### config.mk
export PLATFORM = sky130hd
export DESIGN_NAME = munoc_control_axi_frontend
export DESIGN_NICKNAME = d
export VERILOG_FILES = /design/src/rtl/munoc_control_axi_frontend.sv
export SDC_FILE = /design/constraint.sdc
export NUM_CORES = 1
export LEC_CHECK = 0
export BUFFER_PORTS_ARGS = -buffer_cell sky130_fd_sc_hd__clkbuf_2
export CAP_MARGIN = 20
export CORE_MARGIN = 5
export CORE_UTILIZATION = 40
export CTS_CLUSTER_DIAMETER = 60
export CTS_CLUSTER_SIZE = 40
export DETAILED_ROUTE_END_ITERATION = 8
export PLACE_DENSITY_LB_ADDON = 0.3
export SLEW_MARGIN = 0
export SYNTH_ARGS = -nofsm -noshare
export SYNTH_HDL_FRONTEND = slang
export SYNTH_SLANG_ARGS = --single-unit
### constraint.sdc
create_clock -name clk -period 2 [get_ports clk]
set_clock_uncertainty 0.15 [all_clocks]
set_input_delay 0.2 -clock clk [delete_from_list [all_inputs] [get_ports clk]]
set_output_delay 0.2 -clock clk [all_outputs]
set_load 0.01 [all_outputs]
### src/rtl/munoc_control_axi_frontend.sv
// AXI4 slave front end for the MUNOC control register block.
// Each AXI burst is split into single-word register requests, one beat at a
// time; only one transaction and one beat are ever in flight.
module munoc_control_axi_frontend #(
  parameter int BW_ADDR           = 32,
  parameter int BW_DATA           = 32,
  parameter int BW_AXI_TID        = 4,
  parameter int BW_MASTER_NODE_ID = 4
) (
  input  logic                         clk,
  input  logic                         rstnn,
  input  logic [BW_AXI_TID-1:0]        sxawid,
  input  logic [BW_ADDR-1:0]           sxawaddr,
  input  logic [7:0]                   sxawlen,
  input  logic                         sxawvalid,
  output logic                         sxawready,
  input  logic [BW_DATA-1:0]           sxwdata,
  input  logic                         sxwvalid,
  output logic                         sxwready,
  output logic [BW_AXI_TID-1:0]        sxbid,
  output logic [1:0]                   sxbresp,
  output logic                         sxbvalid,
  input  logic                         sxbready,
  input  logic [BW_AXI_TID-1:0]        sxarid,
  input  logic [BW_ADDR-1:0]           sxaraddr,
  input  logic [7:0]                   sxarlen,
  input  logic                         sxarvalid,
  output logic                         sxarready,
  output logic [BW_AXI_TID-1:0]        sxrid,
  output logic [BW_DATA-1:0]           sxrdata,
  output logic [1:0]                   sxrresp,
  output logic                         sxrlast,
  output logic                         sxrvalid,
  input  logic                         sxrready,
  output logic                         req_valid,
  output logic [BW_ADDR-1:0]           req_addr,
  output logic                         req_write,
  output logic [BW_DATA-1:0]           req_wdata,
  output logic [BW_MASTER_NODE_ID-1:0] req_master_id,
  input  logic                         req_ready,
  input  logic [BW_DATA-1:0]           req_rdata,
  input  logic                         req_error
);

  localparam logic [BW_ADDR-1:0] ADDR_STEP = BW_ADDR'(BW_DATA / 8);

  typedef enum logic [2:0] {
    S_IDLE, S_WDATA, S_WREQ, S_BRESP, S_RREQ, S_RRESP
  } state_t;

  state_t                r_state, w_next;
  logic                  r_prio_wr;   // 1: write wins a simultaneous AW/AR
  logic [BW_AXI_TID-1:0] r_id;
  logic [BW_ADDR-1:0]    r_addr;
  logic [7:0]            r_cnt;       // beats remaining after the current one
  logic [BW_DATA-1:0]    r_wdata;
  logic [BW_DATA-1:0]    r_rdata;
  logic                  r_err;       // sticky unmapped-access flag
  logic                  r_rerr;
  logic                  r_rlast;
  logic                  w_aw_sel;
  logic                  w_ar_sel;

  // Address-channel arbitration: only in IDLE, at most one ready at a time.
  always_comb begin
    w_aw_sel = 1'b0;
    w_ar_sel = 1'b0;
    if (r_state == S_IDLE) begin
      w_aw_sel = sxawvalid && (r_prio_wr || !sxarvalid);
      w_ar_sel = sxarvalid && !w_aw_sel;
    end
  end

  // Next-state logic for the burst sequencer.
  always_comb begin
    w_next = r_state;
    case (r_state)
      S_IDLE: begin
        if (w_aw_sel)      w_next = S_WDATA;
        else if (w_ar_sel) w_next = S_RREQ;
      end
      S_WDATA: if (sxwvalid)  w_next = S_WREQ;
      S_WREQ:  if (req_ready) w_next = (r_cnt == 8'd0) ? S_BRESP : S_WDATA;
      S_BRESP: if (sxbready)  w_next = S_IDLE;
      S_RREQ:  if (req_ready) w_next = S_RRESP;
      S_RRESP: if (sxrready)  w_next = r_rlast ? S_IDLE : S_RREQ;
      default: w_next = S_IDLE;
    endcase
  end

  // State register plus per-transaction and per-beat bookkeeping.
  always_ff @(posedge clk or negedge rstnn) begin
    if (!rstnn) begin
      r_state   <= S_IDLE;
      r_prio_wr <= 1'b1;
      r_id      <= '0;
      r_addr    <= '0;
      r_cnt     <= '0;
      r_wdata   <= '0;
      r_rdata   <= '0;
      r_err     <= 1'b0;
      r_rerr    <= 1'b0;
      r_rlast   <= 1'b0;
    end else begin
      r_state <= w_next;
      case (r_state)
        S_IDLE: begin
          if (w_aw_sel) begin
            r_id      <= sxawid;
            r_addr    <= sxawaddr;
            r_cnt     <= sxawlen;
            r_prio_wr <= 1'b0;
            // a read burst may have left the sticky flag set; start writes clean
            r_err     <= 1'b0;
          end else if (w_ar_sel) begin
            r_id      <= sxarid;
            r_addr    <= sxaraddr;
            r_cnt     <= sxarlen;
            r_prio_wr <= 1'b1;
          end
        end
        S_WDATA: if (sxwvalid) r_wdata <= sxwdata;
        S_WREQ: begin
          if (req_ready) begin
            r_err  <= r_err | req_error;
            r_addr <= r_addr + ADDR_STEP;
            if (r_cnt != 8'd0) r_cnt <= r_cnt - 8'd1;
          end
        end
        S_BRESP: if (sxbready) r_err <= 1'b0;
        S_RREQ: begin
          if (req_ready) begin
            r_err   <= r_err | req_error;
            r_addr  <= r_addr + ADDR_STEP;
            r_rdata <= req_rdata;
            r_rerr  <= req_error;
            r_rlast <= (r_cnt == 8'd0);
          end
        end
        S_RRESP: if (sxrready && !r_rlast) r_cnt <= r_cnt - 8'd1;
        default: ;
      endcase
    end
  end

  assign sxawready     = w_aw_sel;
  assign sxarready     = w_ar_sel;
  assign sxwready      = (r_state == S_WDATA);
  assign sxbvalid      = (r_state == S_BRESP);
  assign sxbid         = r_id;
  assign sxbresp       = {r_err, 1'b0};
  assign sxrvalid      = (r_state == S_RRESP);
  assign sxrid         = r_id;
  assign sxrdata       = r_rdata;
  assign sxrresp       = {r_rerr, 1'b0};
  assign sxrlast       = r_rlast;
  assign req_valid     = (r_state == S_WREQ) || (r_state == S_RREQ);
  assign req_write     = (r_state == S_WREQ);
  assign req_addr      = r_addr;
  assign req_wdata     = r_wdata;
  assign req_master_id = r_id[BW_AXI_TID-1 -: BW_MASTER_NODE_ID];

endmodule
==> flow_summary_export.csv <==
group,metric,value,unit
final_layout,drive_gt1_frac,0.516,
worst_setup_path,required,2.14,ns
final_layout,syn_to_final_growth,60.0,%
floorplan,die_h,134,um
logic_synthesis,yosysWarnings,0,
placed_design,place.gp.congestion,0.874,
final_layout,final_cell_mix,"clkbuf_2 (275), dfrtp_1 (111), mux2_2 (78), dlygate4sd3_1 (78), buf_4 (66)",
pwr,leakage,4.76,nW
drt,wl_per_cell,18.2,um
logic_synthesis,synthAdderAreaFrac,0.00608,
drt,first_iter_violations,325,
min_path,hold_class,"in -> reg",
final_layout,fillers,1181,
worst_setup_path,critPathMaxStageDelay,0.47,ns
timing,worst_slack,0.0152,ns
global_route,grt_max_degree,116,
logic_synthesis,synthXorXnorAreaFrac,0.00142,
global_route,grt_pass1_vias,6463,
min_path,hold_depth,4,
worst_setup_path,cp_cell_sequence,"buf_6 -> nand2b_4 -> a221o_2 -> buf_4 -> clkbuf_16 -> o22a_1",
timing,rsz0062_at_grt,"true",
run,cap_violations,0,
worst_setup_path,cp_num_buf_inv,3,
logic_synthesis,yosysTopAreaCell,"dfrtp_1",
floorplan,initial_core_util,0.408,
pwr,ir_worst_vdd,0.835,mV
logic_synthesis,synth_top_area_frac,0.462,
placed_design,hpwl,14500,um
worst_setup_path,reg2reg_depth,6,
timing,setup_violations,0,
worst_setup_path,critPathMaxFanout,8,
run_status,status,"finished clean",
worst_setup_path,cp.arrival,2.12,ns
timing,drv_slew,0,
clock_tree,cts.path.max_buffers,2,
logic_synthesis,syn-cell-area,6180,um2
min_path,whs_endpoint,"req_addr[24]$_DFFE_PN0P_",
clock_tree,root_buffer,"clkbuf_16",
floorplan,core_area,15100,um2
timing,clock.fmax,504,MHz
worst_setup_path,crit_type,"reg -> reg",
logic_synthesis,synth_top_family_by_area,"multiplexers",
floorplan,rows,45,
logic_synthesis,yosysUniqueCellTypes,71,
worst_setup_path,r2r-start,"r_state[1]$_DFFE_PN0P_",
logic_synthesis,avgSynthCellArea,10.4,um2
worst_setup_path,cpMaxStageDelayCell,"dfrtp_2",
logic_synthesis,ys_seq_area_frac,0.466,
timing,hold_viol_final,0,
worst_setup_path,worstSetupStartpointType,"flop",
drt,drtAntennaViolNets,0,
clock_tree,cts.sinks,115,
clock_tree,htreeDepth,4,
worst_setup_path,end_kind,"flop",
worst_setup_path,rrSetupSlack,0.02,ns
final_layout,final_util,0.653,
min_path,hp-start,"sxawaddr[24]",
drt,viasPerCell,5.30,
floorplan,die_area,18000,um2
drt,route.vias.total,6368,
logic_synthesis,ys_async_sr_fraction,1.00,
final_layout,antenna_cells,0,
timing,min_period_over_period,0.992,
logic_synthesis,synth-simple-area-share,0.158,
logic_synthesis,synth_area_leaders,"dfrtp_1 (46%), mux2_2 (14%), nand2_1 (3.5%)",
pwr,finalPower,15.9,mW
logic_synthesis,synthCells,593,
pwr,p_per_area,1610,nW/um2
logic_synthesis,synth_compound_area_frac,0.150,
global_route,grt_overflow,0,
final_layout,fin_nets,1164,
global_route,grt_pass1_wl,33700,um
timing,slew_headroom,0.513,
clock_tree,tritoncts,"done",
logic_synthesis,synth_flop_cell,"dfrtp_1",
clock_tree,cts_buffers,17,
timing,min_period,1.98,ns
worst_setup_path,r2r-end,"req_addr[4]$_DFFE_PN0P_",
logic_synthesis,synth-seq-cells,115,
worst_setup_path,crit_family,"compound AO/OA/AOI/OAI gates",
timing,worst_slew_pin_slew,0.731,ns
drt,drt-pass1-iter-count,5,
placed_design,portBuffers,278,
drt,drc_errors,0,
clock_tree,clk_latency,0.41,ns
drt,routed_wirelength,21900,um
clock_tree,path_clk_slew,0.06,ns
floorplan,boundaryPins,281,
logic_synthesis,synth_edf_count,0,
global_route,grt_antenna_before_repair,0,
final_layout,final_common_cell,"clkbuf_2",
floorplan,fp.dieW,134,um
logic_synthesis,synthMuxAreaShare,0.165,
placed_design,place_ws,-0.0500,ns
global_route,grtUsageTotal,0.234,
worst register-to-register path: cells and delay by family (launching register included):
| family | cells | cell delay [ns] |
|---|---|---|
| AO/OA/AOI/OAI | 2 | 0.63 |
| flip-flops | 1 | 0.47 |
| buffers and inverters | 3 | 0.46 |
| AND/OR/NAND/NOR | 1 | 0.15 |
registers in the layout, indices dropped and copies added (netlist names):
signal,cells
req_master_id,4
req_wdata,32
r_err,1
r_cnt,8
sxrdata,32
sxrlast,1
r_state,3
req_addr,32
r_prio_wr,1
r_rerr,1
kinds of logic after synthesis:
| group | after synthesis |
|---|---|
| muxes | 91 |
| adders and majority gates | 3 |
| and+or+nand+nor | 188 |
| AOI/OAI and AO/OA | 137 |
| DFF | 115 |
| xor gates and xnor gates | 1 |
| buffers and inverters | 57 |
| other | 1 |
through the flow:
stage	setup TNS [ns]	hold WS, ns	area, um2	std cells
floorplan	0	-0.246	6180	594
global placement	-0.0640	0.196	8130	1072
detailed placement	-0.0921	0.201	8130	1072
CTS	-0.0226	0.0104	9570	1187
global route	-0.748	0.0363	9880	1201
finish	0	0.0222	9880	1201
repair_timing:
item	in CTS	in global routing
endpoints found under the setup margin	7	31
hold endpoints to repair	186	0
buffers inserted	4	13
pin swaps	0	9
hold buffers	78	0
gates resized for setup	11	45
cloned	1	1
power breakdown:
part / leakage, nW / switching (mW) / total (mW) / internal (mW)
sequential: 1.34 / 0.834 / 4.37 / 3.53
combinational: 3.14 / 4.31 / 8.64 / 4.34
clock: 0.269 / 1.10 / 2.93 / 1.83
total: 4.76 / 6.24 / 15.9 / 9.70
layout make-up:
type	instances	area [um2]	share of cell area
sequential	115	2880	0.292
clock buffer	19	433	0.0438
multi-input combinational	422	3180	0.321
timing repair buffer	438	2990	0.303
tap	188	235	0.0238
clock inverter	13	136	0.0138
inverter	6	28.8	0.00291
synth_stat cells (3+ instances only):
library cell and instances:
clkbuf_1 8, o21ai_0 17, nor2_1 35, a2bb2oi_1 5, o22ai_1 6, dfrtp_1 114, buf_4 17, ha_1 3
a21o_1 4, a22o_1 6, inv_1 3, nor3_1 10, o32ai_1 6, or3_1 3, nor2b_1 4, nand2b_1 6
buf_2 23, a21oi_1 40, nand4_1 8, o22a_1 11, and3_1 8, and2_1 6, a31oi_1 13, mux2_2 78
nand2_1 57, mux2i_1 12, a32oi_1 4, nand3_1 23, nor4_1 3, and4_1 5
metal layers:
layer	wire [um]	GRT usage	part of all wire	vias to the layer above
met2	11000	0.396	0.50	286
met1	8580	0.284	0.39	3053
li1	-	-	-	2990
met3	1900	0.0754	0.087	39
met4	457	0.0764	0.021	0
met5	0	0	0	-
how the worst max path moves through the flow:
stage	startpoint	endpoint	slack (ns)	depth (start not counted)
final	r_state[1]$_DFFE_PN0P_	req_addr[4]$_DFFE_PN0P_	0.02	6
after floorplan	r_cnt[0]$_DFFE_PN0P_	r_cnt[3]$_DFFE_PN0P_	0.02	7
after global routing	r_state[1]$_DFFE_PN0P_	req_addr[31]$_DFFE_PN0P_	-0.07	6
after CTS	r_state[1]$_DFFE_PN0P_	req_valid	-0.01	5
after global placement	r_state[2]$_DFFE_PN0P_	req_addr[14]$_DFFE_PN0P_	-0.06	6
after detailed placement	r_state[1]$_DFFE_PN0P_	r_cnt[5]$_DFFE_PN0P_	-0.05	6
(Power assumes the default switching activity.)
